File: src/rtl/gng_pkg.sv
// Shared definitions for the Gaussian noise generator statistics monitor.
// Holds the sample format constants, the monitor state type and the
// accumulator width helpers used by the top and the datapath.
package gng_pkg;

   localparam int GNG_DW        = 16;
   localparam int GNG_FRAC      = 11;
   localparam int GNG_HIST_BINS = 16;

   typedef enum logic [1:0] {
      IDLE  = 2'd0,
      RUN   = 2'd1,
      DRAIN = 2'd2,
      FLUSH = 2'd3
   } gng_state_e;

   // Signed sum of 2^log2n samples of dw bits.
   function automatic int gng_sum_w(input int dw, input int log2n);
      return dw + log2n;
   endfunction

   // Unsigned sum of 2^log2n squares; one square fits in 2*dw-1 bits.
   function automatic int gng_sumsq_w(input int dw, input int log2n);
      return 2 * dw - 1 + log2n;
   endfunction

endpackage

File: src/rtl/gng_stat_mon_if.sv
// Noise generator stream between generator (master) and monitor (slave):
// the monitor issues clock-enables, the generator returns valid samples.
interface gng_stat_mon_if #(
   parameter int DW = 16
);
   logic                 ce_out;
   logic                 valid_in;
   logic signed [DW-1:0] data_in;

   modport master (input ce_out, output valid_in, output data_in);
   modport slave  (output ce_out, input valid_in, input data_in);
endinterface

File: src/rtl/gng_stat_acc.sv
// Two-stage statistics datapath: stage 1 registers the sample and its
// square, stage 2 updates sum, sum of squares, min and max.
// Optional histogram under macro GNG_STAT_HIST_EN (16 offset-binary bins).
module gng_stat_acc
   import gng_pkg::*;
#(
   parameter int DW     = GNG_DW,
   parameter int LOG2_N = 16
) (
   input  logic                                  clk,
   input  logic                                  rst,
   input  logic                                  clr,
   input  logic                                  in_vld,
   input  logic signed [DW-1:0]                  in_data,
   output logic signed [gng_sum_w(DW,LOG2_N)-1:0] sum_o,
   output logic [gng_sumsq_w(DW,LOG2_N)-1:0]      sumsq_o,
   output logic signed [DW-1:0]                  min_o,
   output logic signed [DW-1:0]                  max_o
`ifdef GNG_STAT_HIST_EN
   ,
   input  logic [3:0]                            hist_addr,
   output logic [LOG2_N:0]                       hist_data
`endif
);

   localparam int SUMW = gng_sum_w(DW, LOG2_N);
   localparam int SQW  = gng_sumsq_w(DW, LOG2_N);
   localparam logic signed [DW-1:0] MIN_INIT = {1'b0, {(DW-1){1'b1}}};
   localparam logic signed [DW-1:0] MAX_INIT = {1'b1, {(DW-1){1'b0}}};

   logic                 s1_vld_q, s1_vld_d;
   logic signed [DW-1:0] s1_data_q, s1_data_d;
   logic [2*DW-2:0]      s1_sq_q, s1_sq_d;
   logic [2*DW-2:0]      ext, prod;

   logic signed [SUMW-1:0] sum_q, sum_d;
   logic [SQW-1:0]         sumsq_q, sumsq_d;
   logic signed [DW-1:0]   min_q, min_d, max_q, max_d;

   // Stage 1: square in 2*DW-1 bits; modular product is exact since |x|^2 <= 2^(2*DW-2).
   always_comb begin
      ext       = {{(DW-1){in_data[DW-1]}}, in_data};
      prod      = ext * ext;
      s1_vld_d  = in_vld & ~clr;
      s1_data_d = in_data;
      s1_sq_d   = prod;
   end

   // Stage 2: accumulate, or reload the window start values on clear.
   always_comb begin
      sum_d   = sum_q;
      sumsq_d = sumsq_q;
      min_d   = min_q;
      max_d   = max_q;
      if (clr) begin
         sum_d   = '0;
         sumsq_d = '0;
         min_d   = MIN_INIT;
         max_d   = MAX_INIT;
      end else if (s1_vld_q) begin
         sum_d   = sum_q + {{LOG2_N{s1_data_q[DW-1]}}, s1_data_q};
         sumsq_d = sumsq_q + {{LOG2_N{1'b0}}, s1_sq_q};
         if (s1_data_q < min_q) min_d = s1_data_q;
         if (s1_data_q > max_q) max_d = s1_data_q;
      end
   end

   // Pipeline and accumulator registers.
   always_ff @(posedge clk or posedge rst) begin
      if (rst) begin
         s1_vld_q  <= 1'b0;
         s1_data_q <= '0;
         s1_sq_q   <= '0;
         sum_q     <= '0;
         sumsq_q   <= '0;
         min_q     <= '0;
         max_q     <= '0;
      end else begin
         s1_vld_q  <= s1_vld_d;
         s1_data_q <= s1_data_d;
         s1_sq_q   <= s1_sq_d;
         sum_q     <= sum_d;
         sumsq_q   <= sumsq_d;
         min_q     <= min_d;
         max_q     <= max_d;
      end
   end

   assign sum_o   = sum_q;
   assign sumsq_o = sumsq_q;
   assign min_o   = min_q;
   assign max_o   = max_q;

`ifdef GNG_STAT_HIST_EN
   logic [3:0]      bin_idx;
   logic [LOG2_N:0] hist_bus [GNG_HIST_BINS];

   // Offset-binary bin: inverted sign then the next three magnitude bits.
   assign bin_idx = {~s1_data_q[DW-1], s1_data_q[DW-2:DW-4]};

   for (genvar gi = 0; gi < GNG_HIST_BINS; gi++) begin : g_bin
      logic [LOG2_N:0] cnt_q, cnt_d;

      // Bin counter: cleared with the window, bumped by stage-2 samples.
      always_comb begin
         cnt_d = cnt_q;
         if (clr)                                    cnt_d = '0;
         else if (s1_vld_q && (bin_idx == 4'(gi)))   cnt_d = cnt_q + (LOG2_N+1)'(1);
      end

      // Bin counter register.
      always_ff @(posedge clk or posedge rst) begin
         if (rst) cnt_q <= '0;
         else     cnt_q <= cnt_d;
      end

      assign hist_bus[gi] = cnt_q;
   end

   assign hist_data = hist_bus[hist_addr];
`endif

endmodule

File: src/rtl/gng_stat_mon.sv
// Statistics monitor for the Gaussian noise generator: requests 2^LOG2_N
// samples, collects them and reports sum, sum of squares, min and max.
// Optional histogram read port under macro GNG_STAT_HIST_EN.
module gng_stat_mon
   import gng_pkg::*;
#(
   parameter int LOG2_N = 16,
   parameter int DW     = GNG_DW
) (
   input  logic                                  clk,
   input  logic                                  rst,
   input  logic                                  start,
   gng_stat_mon_if.slave                         gen,
   output logic                                  busy,
   output logic                                  done,
   output logic signed [gng_sum_w(DW,LOG2_N)-1:0] sum_out,
   output logic [gng_sumsq_w(DW,LOG2_N)-1:0]      sumsq_out,
   output logic signed [DW-1:0]                  min_out,
   output logic signed [DW-1:0]                  max_out
`ifdef GNG_STAT_HIST_EN
   ,
   input  logic [3:0]                            hist_addr,
   output logic [LOG2_N:0]                       hist_data
`endif
);

   localparam int CW   = LOG2_N + 1;
   localparam int SUMW = gng_sum_w(DW, LOG2_N);
   localparam int SQW  = gng_sumsq_w(DW, LOG2_N);
   localparam logic [CW-1:0] N_CNT = {1'b1, {LOG2_N{1'b0}}};

   gng_state_e      state_q, state_d;
   logic [CW-1:0]   req_cnt_q, req_cnt_d;
   logic [CW-1:0]   rx_cnt_q, rx_cnt_d;
   logic            flush_q, flush_d;
   logic            busy_q, busy_d;
   logic            done_q, done_d;
   logic            accept, acc_clr;

   logic signed [SUMW-1:0] sum_q, sum_d, acc_sum;
   logic [SQW-1:0]         sumsq_q, sumsq_d, acc_sumsq;
   logic signed [DW-1:0]   min_q, min_d, acc_min;
   logic signed [DW-1:0]   max_q, max_d, acc_max;

   gng_stat_acc #(.DW(DW), .LOG2_N(LOG2_N)) u_acc (
      .clk      (clk),
      .rst      (rst),
      .clr      (acc_clr),
      .in_vld   (accept),
      .in_data  (gen.data_in),
      .sum_o    (acc_sum),
      .sumsq_o  (acc_sumsq),
      .min_o    (acc_min),
      .max_o    (acc_max)
`ifdef GNG_STAT_HIST_EN
      ,
      .hist_addr(hist_addr),
      .hist_data(hist_data)
`endif
   );

   // State, counters and result registers; reset aborts any run.
   always_ff @(posedge clk or posedge rst) begin
      if (rst) begin
         state_q   <= IDLE;
         req_cnt_q <= '0;
         rx_cnt_q  <= '0;
         flush_q   <= 1'b0;
         busy_q    <= 1'b0;
         done_q    <= 1'b0;
         sum_q     <= '0;
         sumsq_q   <= '0;
         min_q     <= '0;
         max_q     <= '0;
      end else begin
         state_q   <= state_d;
         req_cnt_q <= req_cnt_d;
         rx_cnt_q  <= rx_cnt_d;
         flush_q   <= flush_d;
         busy_q    <= busy_d;
         done_q    <= done_d;
         sum_q     <= sum_d;
         sumsq_q   <= sumsq_d;
         min_q     <= min_d;
         max_q     <= max_d;
      end
   end

   // Next state: FLUSH is entered on the edge that takes the Nth sample.
   always_comb begin
      state_d   = state_q;
      req_cnt_d = req_cnt_q;
      rx_cnt_d  = rx_cnt_q + {{LOG2_N{1'b0}}, accept};
      flush_d   = flush_q;
      acc_clr   = 1'b0;
      case (state_q)
         IDLE: begin
            if (start) begin
               state_d   = RUN;
               req_cnt_d = '0;
               rx_cnt_d  = '0;
               flush_d   = 1'b0;
               acc_clr   = 1'b1;
            end
         end
         RUN: begin
            req_cnt_d = req_cnt_q + CW'(1);
            if (req_cnt_d == N_CNT)
               state_d = (rx_cnt_d == N_CNT) ? FLUSH : DRAIN;
         end
         DRAIN: begin
            if (rx_cnt_d == N_CNT) state_d = FLUSH;
         end
         FLUSH: begin
            flush_d = ~flush_q;
            if (flush_q) state_d = IDLE;
         end
         default: state_d = IDLE;
      endcase
   end

   // Outputs: clock-enable, sample acceptance, and end-of-run result capture.
   always_comb begin
      gen.ce_out = (state_q == RUN);
      accept     = ((state_q == RUN) || (state_q == DRAIN)) && gen.valid_in
                   && (rx_cnt_q < N_CNT);
      busy_d     = busy_q;
      done_d     = 1'b0;
      sum_d      = sum_q;
      sumsq_d    = sumsq_q;
      min_d      = min_q;
      max_d      = max_q;
      if ((state_q == IDLE) && start) busy_d = 1'b1;
      if ((state_q == FLUSH) && flush_q) begin
         busy_d  = 1'b0;
         done_d  = 1'b1;
         sum_d   = acc_sum;
         sumsq_d = acc_sumsq;
         min_d   = acc_min;
         max_d   = acc_max;
      end
   end

   assign busy      = busy_q;
   assign done      = done_q;
   assign sum_out   = sum_q;
   assign sumsq_out = sumsq_q;
   assign min_out   = min_q;
   assign max_out   = max_q;

endmodule

File: src/flat_wrapper.sv
// flat-port wrapper written by rule: the top's interface ports become plain ports
module gng_stat_mon_flat import gng_pkg::*;
#(
   parameter int LOG2_N = 16,
   parameter int DW     = GNG_DW
)
  (clk, rst, start, busy, done, sum_out, sumsq_out, min_out, max_out, gen_ce_out, gen_valid_in, gen_data_in);
  gng_stat_mon_if #(.DW(DW)) gen_i ();
  input  logic clk;
  input  logic rst;
  input  logic start;
  output logic busy;
  output logic done;
  output logic signed [gng_sum_w(DW,LOG2_N)-1:0] sum_out;
  output logic [gng_sumsq_w(DW,LOG2_N)-1:0] sumsq_out;
  output logic signed [DW-1:0] min_out;
  output logic signed [DW-1:0] max_out;
  output wire logic [$bits(gen_i.ce_out)-1:0] gen_ce_out;
  input wire logic [$bits(gen_i.valid_in)-1:0] gen_valid_in;
  input wire logic [$bits(gen_i.data_in)-1:0] gen_data_in;
  assign gen_ce_out = gen_i.ce_out;
  assign gen_i.valid_in = gen_valid_in;
  assign gen_i.data_in = gen_data_in;
  gng_stat_mon #(.LOG2_N(LOG2_N), .DW(DW)) u_core (.clk(clk), .rst(rst), .start(start), .gen(gen_i), .busy(busy), .done(done), .sum_out(sum_out), .sumsq_out(sumsq_out), .min_out(min_out), .max_out(max_out));
endmodule
File: config.mk
export PLATFORM = sky130hd
export DESIGN_NAME = gng_stat_mon_flat
export DESIGN_NICKNAME = d
export VERILOG_FILES = /design/src/rtl/gng_pkg.sv /design/src/rtl/gng_stat_mon_if.sv /design/src/rtl/gng_stat_acc.sv /design/src/rtl/gng_stat_mon.sv /design/src/flat_wrapper.sv
export SDC_FILE = /design/constraint.sdc
export NUM_CORES = 1
export LEC_CHECK = 0
export CAP_MARGIN = 20
export CORE_MARGIN = 2
export CORE_UTILIZATION = 50
export DETAILED_ROUTE_END_ITERATION = 12
export PLACE_DENSITY = 0.68
export SYNTH_ARGS = -nofsm -noshare
export SYNTH_HDL_FRONTEND = slang
export SYNTH_SLANG_ARGS = --single-unit
File: constraint.sdc
create_clock -name clk -period 19.3 [get_ports clk]
set_clock_uncertainty 0.15 [all_clocks]
set_input_delay 3.86 -clock clk [delete_from_list [all_inputs] [get_ports clk]]
set_output_delay 3.86 -clock clk [all_outputs]
set_load 0.02 [all_outputs]
Word level (Yosys, flattened, before mapping)
Cells that the tools add are included.
Widths: inputs -> output; s select.
{"block": "classes", "add_sub_neg": 4, "n_mul": 1, "order_cmp": 3, "n_eq_ne": 9, "n_mux": 27, "n_bitwise": 3, "reduce_logical": 17}
{"operator": "$mux 16", "n": 6}
{"operator": "$mux 47", "n": 2}
{"operator": "$mux 32", "n": 2}
{"operator": "$mux 17", "n": 3}
{"operator": "$add 47x31->47", "n": 1}
{"operator": "$eq 17x17->1 const B", "n": 2}
{"operator": "$pmux 17 s2", "n": 1}
{"operator": "$add 32x32->32", "n": 1}
{"operator": "$mul 16x16->31", "n": 1}
{"operator": "$add 17x1->17", "n": 1}
{"operator": "$add 17x1->17 const B", "n": 1}
{"operator": "$lt 17x17->1 const B", "n": 1}
{"operator": "$gt 16x16->1", "n": 1}
{"operator": "$lt 16x16->1", "n": 1}
{"operator": "$reduce_bool 2->1", "n": 6}
{"operator": "$mux 2", "n": 4}
{"operator": "$pmux 2 s4", "n": 1}
{"operator": "$reduce_and 2->1", "n": 4}
{"operator": "$mux 1", "n": 7}
{"operator": "$ne 2x1->1 const B", "n": 3}
{"operator": "$eq 2x2->1 const B", "n": 2}
{"operator": "$logic_and 1x1->1", "n": 4}
{"operator": "$reduce_and 4->1", "n": 1}
{"operator": "$eq 2x1->1 const B", "n": 1}
{"operator": "other kinds (6)", "n": 7}
{"block": "totals", "reg_bits": 309, "in_bits": 20}

Depth between registers and ports, before layout
{"block": "depth", "word_depth": 9, "depth_mapped": 25}

By module
From an unflattened synthesis, not the netlist that was laid out.
{"block": "hier_totals", "hier_cells": 2541, "area_unflattened_um2": 24989.0}
{"module": "gng_stat_acc", "n_inst": 1, "cells_each": 1992, "area_per_inst_um2": 18320.1}
{"module": "gng_stat_mon", "n_inst": 1, "cells_each": 549, "area_per_inst_um2": 6668.9}

Least setup slack after synthesis
Ideal clock, no wire load.
{"block": "synth_path", "path_type": "in2reg", "start": "in gen_data_in[4]", "end": "reg u_core.u_acc.s1_sq_q[30]", "setup_ps": 80, "arrival_time_ps": 9895, "required_time_ps": 19070, "slack_ps": 9175, "stages": 21, "path_buffers": 2, "path_cell_list": "clkbuf_1 > clkbuf_1 > nand2_1 > fa_1 > inv_1 > fa_1 > fa_1 > fa_1 > fa_1 > inv_1 > fa_1 > inv_1 > ha_1 > a21o_1 > a221o_1 > a31o_2 > a221o_1 > a211o_1 > a31o_2 > a21oi_1 > xnor2_1"}
{"block": "synth_via", "elab_chain_cells": 1}
{"item": "start: declaration", "line_no": "flat_wrapper.sv:20", "rtl": "input wire logic [$bits(gen_i.data_in)-1:0] gen_data_in;"}
{"item": "$mul 16x16->31", "line_no": "gng_stat_acc.sv:43", "rtl": "prod = ext * ext;"}
{"item": "named net u_core.u_acc.prod[30]", "line_no": "gng_stat_acc.sv:34", "rtl": "logic [2*DW-2:0] ext, prod;"}
{"item": "end signal: assignment", "line_no": "gng_stat_acc.sv:81", "rtl": "s1_sq_q <= s1_sq_d;"}
{"item": "end: declaration", "line_no": "gng_stat_acc.sv:33", "rtl": "logic [2*DW-2:0] s1_sq_q, s1_sq_d;"}
The timed path passes the listed nets, and every way through them passes these cells.
A chain may end at the register's enable or synchronous reset.

Worst setup path after layout
Ends and elaborated chain as after synthesis.

==> results.cfg <==
[run_status]
status = finished clean

[global_route]
grt_overflow = 0
grt_pass1_wl_um = 96830
grt.total_usage_pct = 23.85
grt_max_degree = 88
antenna_found_initial = 1
grt_pass1_vias = 18930

[worst_hold_path]
hp-start = u_core.max_out[6]$_DFFE_PP0P_
min_path_type = reg2reg

[setup_path]
crit_path_start = gen_data_in[4]
slowest_delay_ns = 0.95
path_cells = clkdlybuf4s50_1, and2_1, fa_1, inv_1, fa_1, fa_1, inv_1, fa_1, fa_1, inv_1, fa_1, inv_1, ha_1, a21o_1, a21o_1, a221o_1, a31o_2, a221o_1, a211o_1, a31o_2, a21oi_1, xnor2_1
cp_data_arrival_time_ns = 11.10
criticalPathCategory = in2reg
worst-path-buf-inv = 5
rr_startpoint = u_core.state_q[0]$_DFFE_PP0P_
crit_family = adder cells
cp_slowest_cell = clkdlybuf4s50_1
worst-path-max-fanout = 20
crit_path_frequent_cell = fa_1
worstPathRequired_ns = 19.60
cp-end-kind = flip-flop
start_kind = input pin

[logic_synthesis]
yosys.area_share.adder_pct = 28.24
synthesis.area_sq_um = 24740
synth_xor_area_share_pct = 3.965
yosys.area_share.simple_pct = 12.26
synth.area.top_cells = dfrtp_1, fa_1, ha_1, inv_1, mux2_2
synth_cell_types = 79
synth-seq-cells = 307
async_reset_ff_share_pct = 100.0
ys_warn_count = 0
synth_cells = 2511
synthFlopType = dfrtp_1
yosysTopAreaCellShare_pct = 31.05
yosysTopAreaCell = dfrtp_1
synth_nets = 2949
synth_top_family_by_area = adder cells
ys_seq_area_share_pct = 31.05
synth_area_per_cell_sq_um = 9.852
synth_edf_count = 0
synth_compound_area_share_pct = 10.95
synthMuxAreaShare_pct = 5.917

[route]
drc = 0
num_vias = 17940
ant_nets = 0
wl_um = 58880
initialDrtViolationCount = 1206
vias_per_cell = 5.431
drt_first_pass_iters = 8
avgRoutedWirePerCell_um = 17.83

[timing]
setup_viol = 0
slew_headroom_pct = 32.41
fin_crit_sh_pct = 55.94
slew_violations = 0
hold_viol = 0
worst_slew_pin_slew_ns = 1.011
grt_setup_unrepaired = false
period_minus_slack_ns = 10.80
clock.fmax_ghz = 0.09262
setup_tns_ns = 0

[final_layout]
diodes = 0
area_growth_pct = 12.78
drive_gt1_share_pct = 7.389
layout.nets = 3053

[clocking]
clkTransAtPathRegs_ns = 0.06
cts_buffer_depth = 3
cts.sinks = 307
cts_htree_levels = 2
cts_setup_buffers = 0
hold_buffers = 0
cts_root_buf = clkbuf_16
clk_latency_ns = 0.53
numCtsBuffers = 34
cts_tree = done
cts_resized = 0

[floorplan]
die-area_sq_um = 51270
die_w_um = 226.4
rows = 81
pin_count = 134
core_region_area_sq_um = 48850
start_util_pct = 50.64
die_h_um = 226.4

[placed_design]
dp_hpwl_um = 44740
gp_congestion = 0.8888
port_buffers = 133

[run]
maxCapViolCount = 0
==> flip-flops by register name, indices dropped and copies added, names as in the netlist, 16 cells and up <==
name                  cells
u_core.u_acc.max_o       16
u_core.sum_out           32
u_core.max_out           16
u_core.u_acc.min_o       16
u_core.req_cnt_q         17
u_core.min_out           16
u_core.u_acc.s1_sq_q     30
u_core.u_acc.sum_o       32
u_core.sumsq_out         47
u_core.rx_cnt_q          17
u_core.u_acc.sumsq_o     47
==> cell families (layout without fill, tap and decap cells) <==
logic type,count (synthesis),after routing
multiplexers,136,136
buffers and inverters,495,623
XOR/XNOR,112,112
flip-flops,307,307
AO/OA/AOI/OAI,425,425
AND/OR/NAND/NOR,618,618
adder cells (fa/ha/maj),418,418
==> layout make-up <==
cell class | count | area (sq um)
multi-input cells | 1709 | 15180
repair buffers | 152 | 1514
flip-flops and latches | 307 | 7686
well taps | 664 | 830.8
clock inverters | 9 | 76.32
inverters | 411 | 1550
clock buffers | 51 | 1059
fillers | 4251 | 20950
==> metal layers <==
layer / wire [um] / track usage, % / vias up
li1: - / - / 8474
met1: 25730 / 31.26 / 8951
met2: 28480 / 40.68 / 400
met3: 2538 / 3.058 / 112
met4: 2131 / 8.595 / 0
met5: 0 / 0 / -
==> Yosys cell counts, types with 39 or more instances <==
| library cell | count |
|---|---|
| a21oi_1 | 109 |
| clkbuf_1 | 74 |
| dfrtp_1 | 307 |
| xnor2_1 | 76 |
| ha_1 | 184 |
| nor2_1 | 173 |
| mux2i_1 | 54 |
| and2_1 | 50 |
| a21o_1 | 39 |
| inv_1 | 410 |
| fa_1 | 234 |
| mux2_2 | 81 |
| nand2_1 | 191 |
| o21ai_0 | 115 |
==> worst paths after layout <==
check / depth (start not counted) / to / slack [ns]
setup / recovery: 22 / u_core.u_acc.s1_sq_q[30]$_DFF_PP0_ / 8.50
max in group asynchronous: 6 / u_core.u_acc.s1_vld_q$_DFF_PP0_ / 13.54
setup reg to reg: 15 / u_core.state_q[0]$_DFFE_PP0P_ / 15.08
hold reg to reg: 2 / u_core.max_out[6]$_DFFE_PP0P_ / 0.33
min in group asynchronous: 2 / u_core.max_out[6]$_DFFE_PP0P_ / 3.67
hold / removal: 2 / u_core.max_out[6]$_DFFE_PP0P_ / 0.33
==> cells in the final DEF, fill, tap and decap left out, drive strengths merged, types with 8 or more instances in the layout <==
cell type,n
o31ai,21
nand2,192
clkdlybuf4s50,133
a21o,41
a21oi,110
ha,184
nor2,173
nor2b,15
or3,19
nor3,21
fa,234
inv,412
and4,8
o211ai,10
nand2b,21
dfrtp,307
mux2i,54
nand3,36
xnor2,76
nand4,20
o21ai,116
nor4,19
clkbuf,51
a211oi,28
o21bai,13
o21a,19
and2,50
and3,14
mux2,82
xor2,36
buf,19
a31oi,15
==> stage by stage <==
| stage | std cells | utilization, % | setup WS [ns] | hold WS [ns] | cell area [sq um] |
|---|---|---|---|---|---|
| detailed placement | 3241 | 54.69 | 7.937 | 0.3208 | 26720 |
| global placement | 3238 | 54.63 | 8.102 | 0.3105 | 26690 |
| global route | 3303 | 57.11 | 8.181 | 0.3691 | 27900 |
| CTS | 3301 | 57.02 | 8.489 | 0.3337 | 27850 |
| finish | 3303 | 57.11 | 8.504 | 0.3323 | 27900 |
| floorplan | 2511 | - | 6.802 | 0.3199 | 24740 |
==> worst min-delay path, stage by stage, from the launching register on <==
cell and delay, ns:
dfrtp_1 0.34, nand2_1 0.04, o21ai_0 0.06
Power is left out: the tool's default activity adds up to more than one toggle a clock period on the data nets, which glitch-free logic cannot reach.
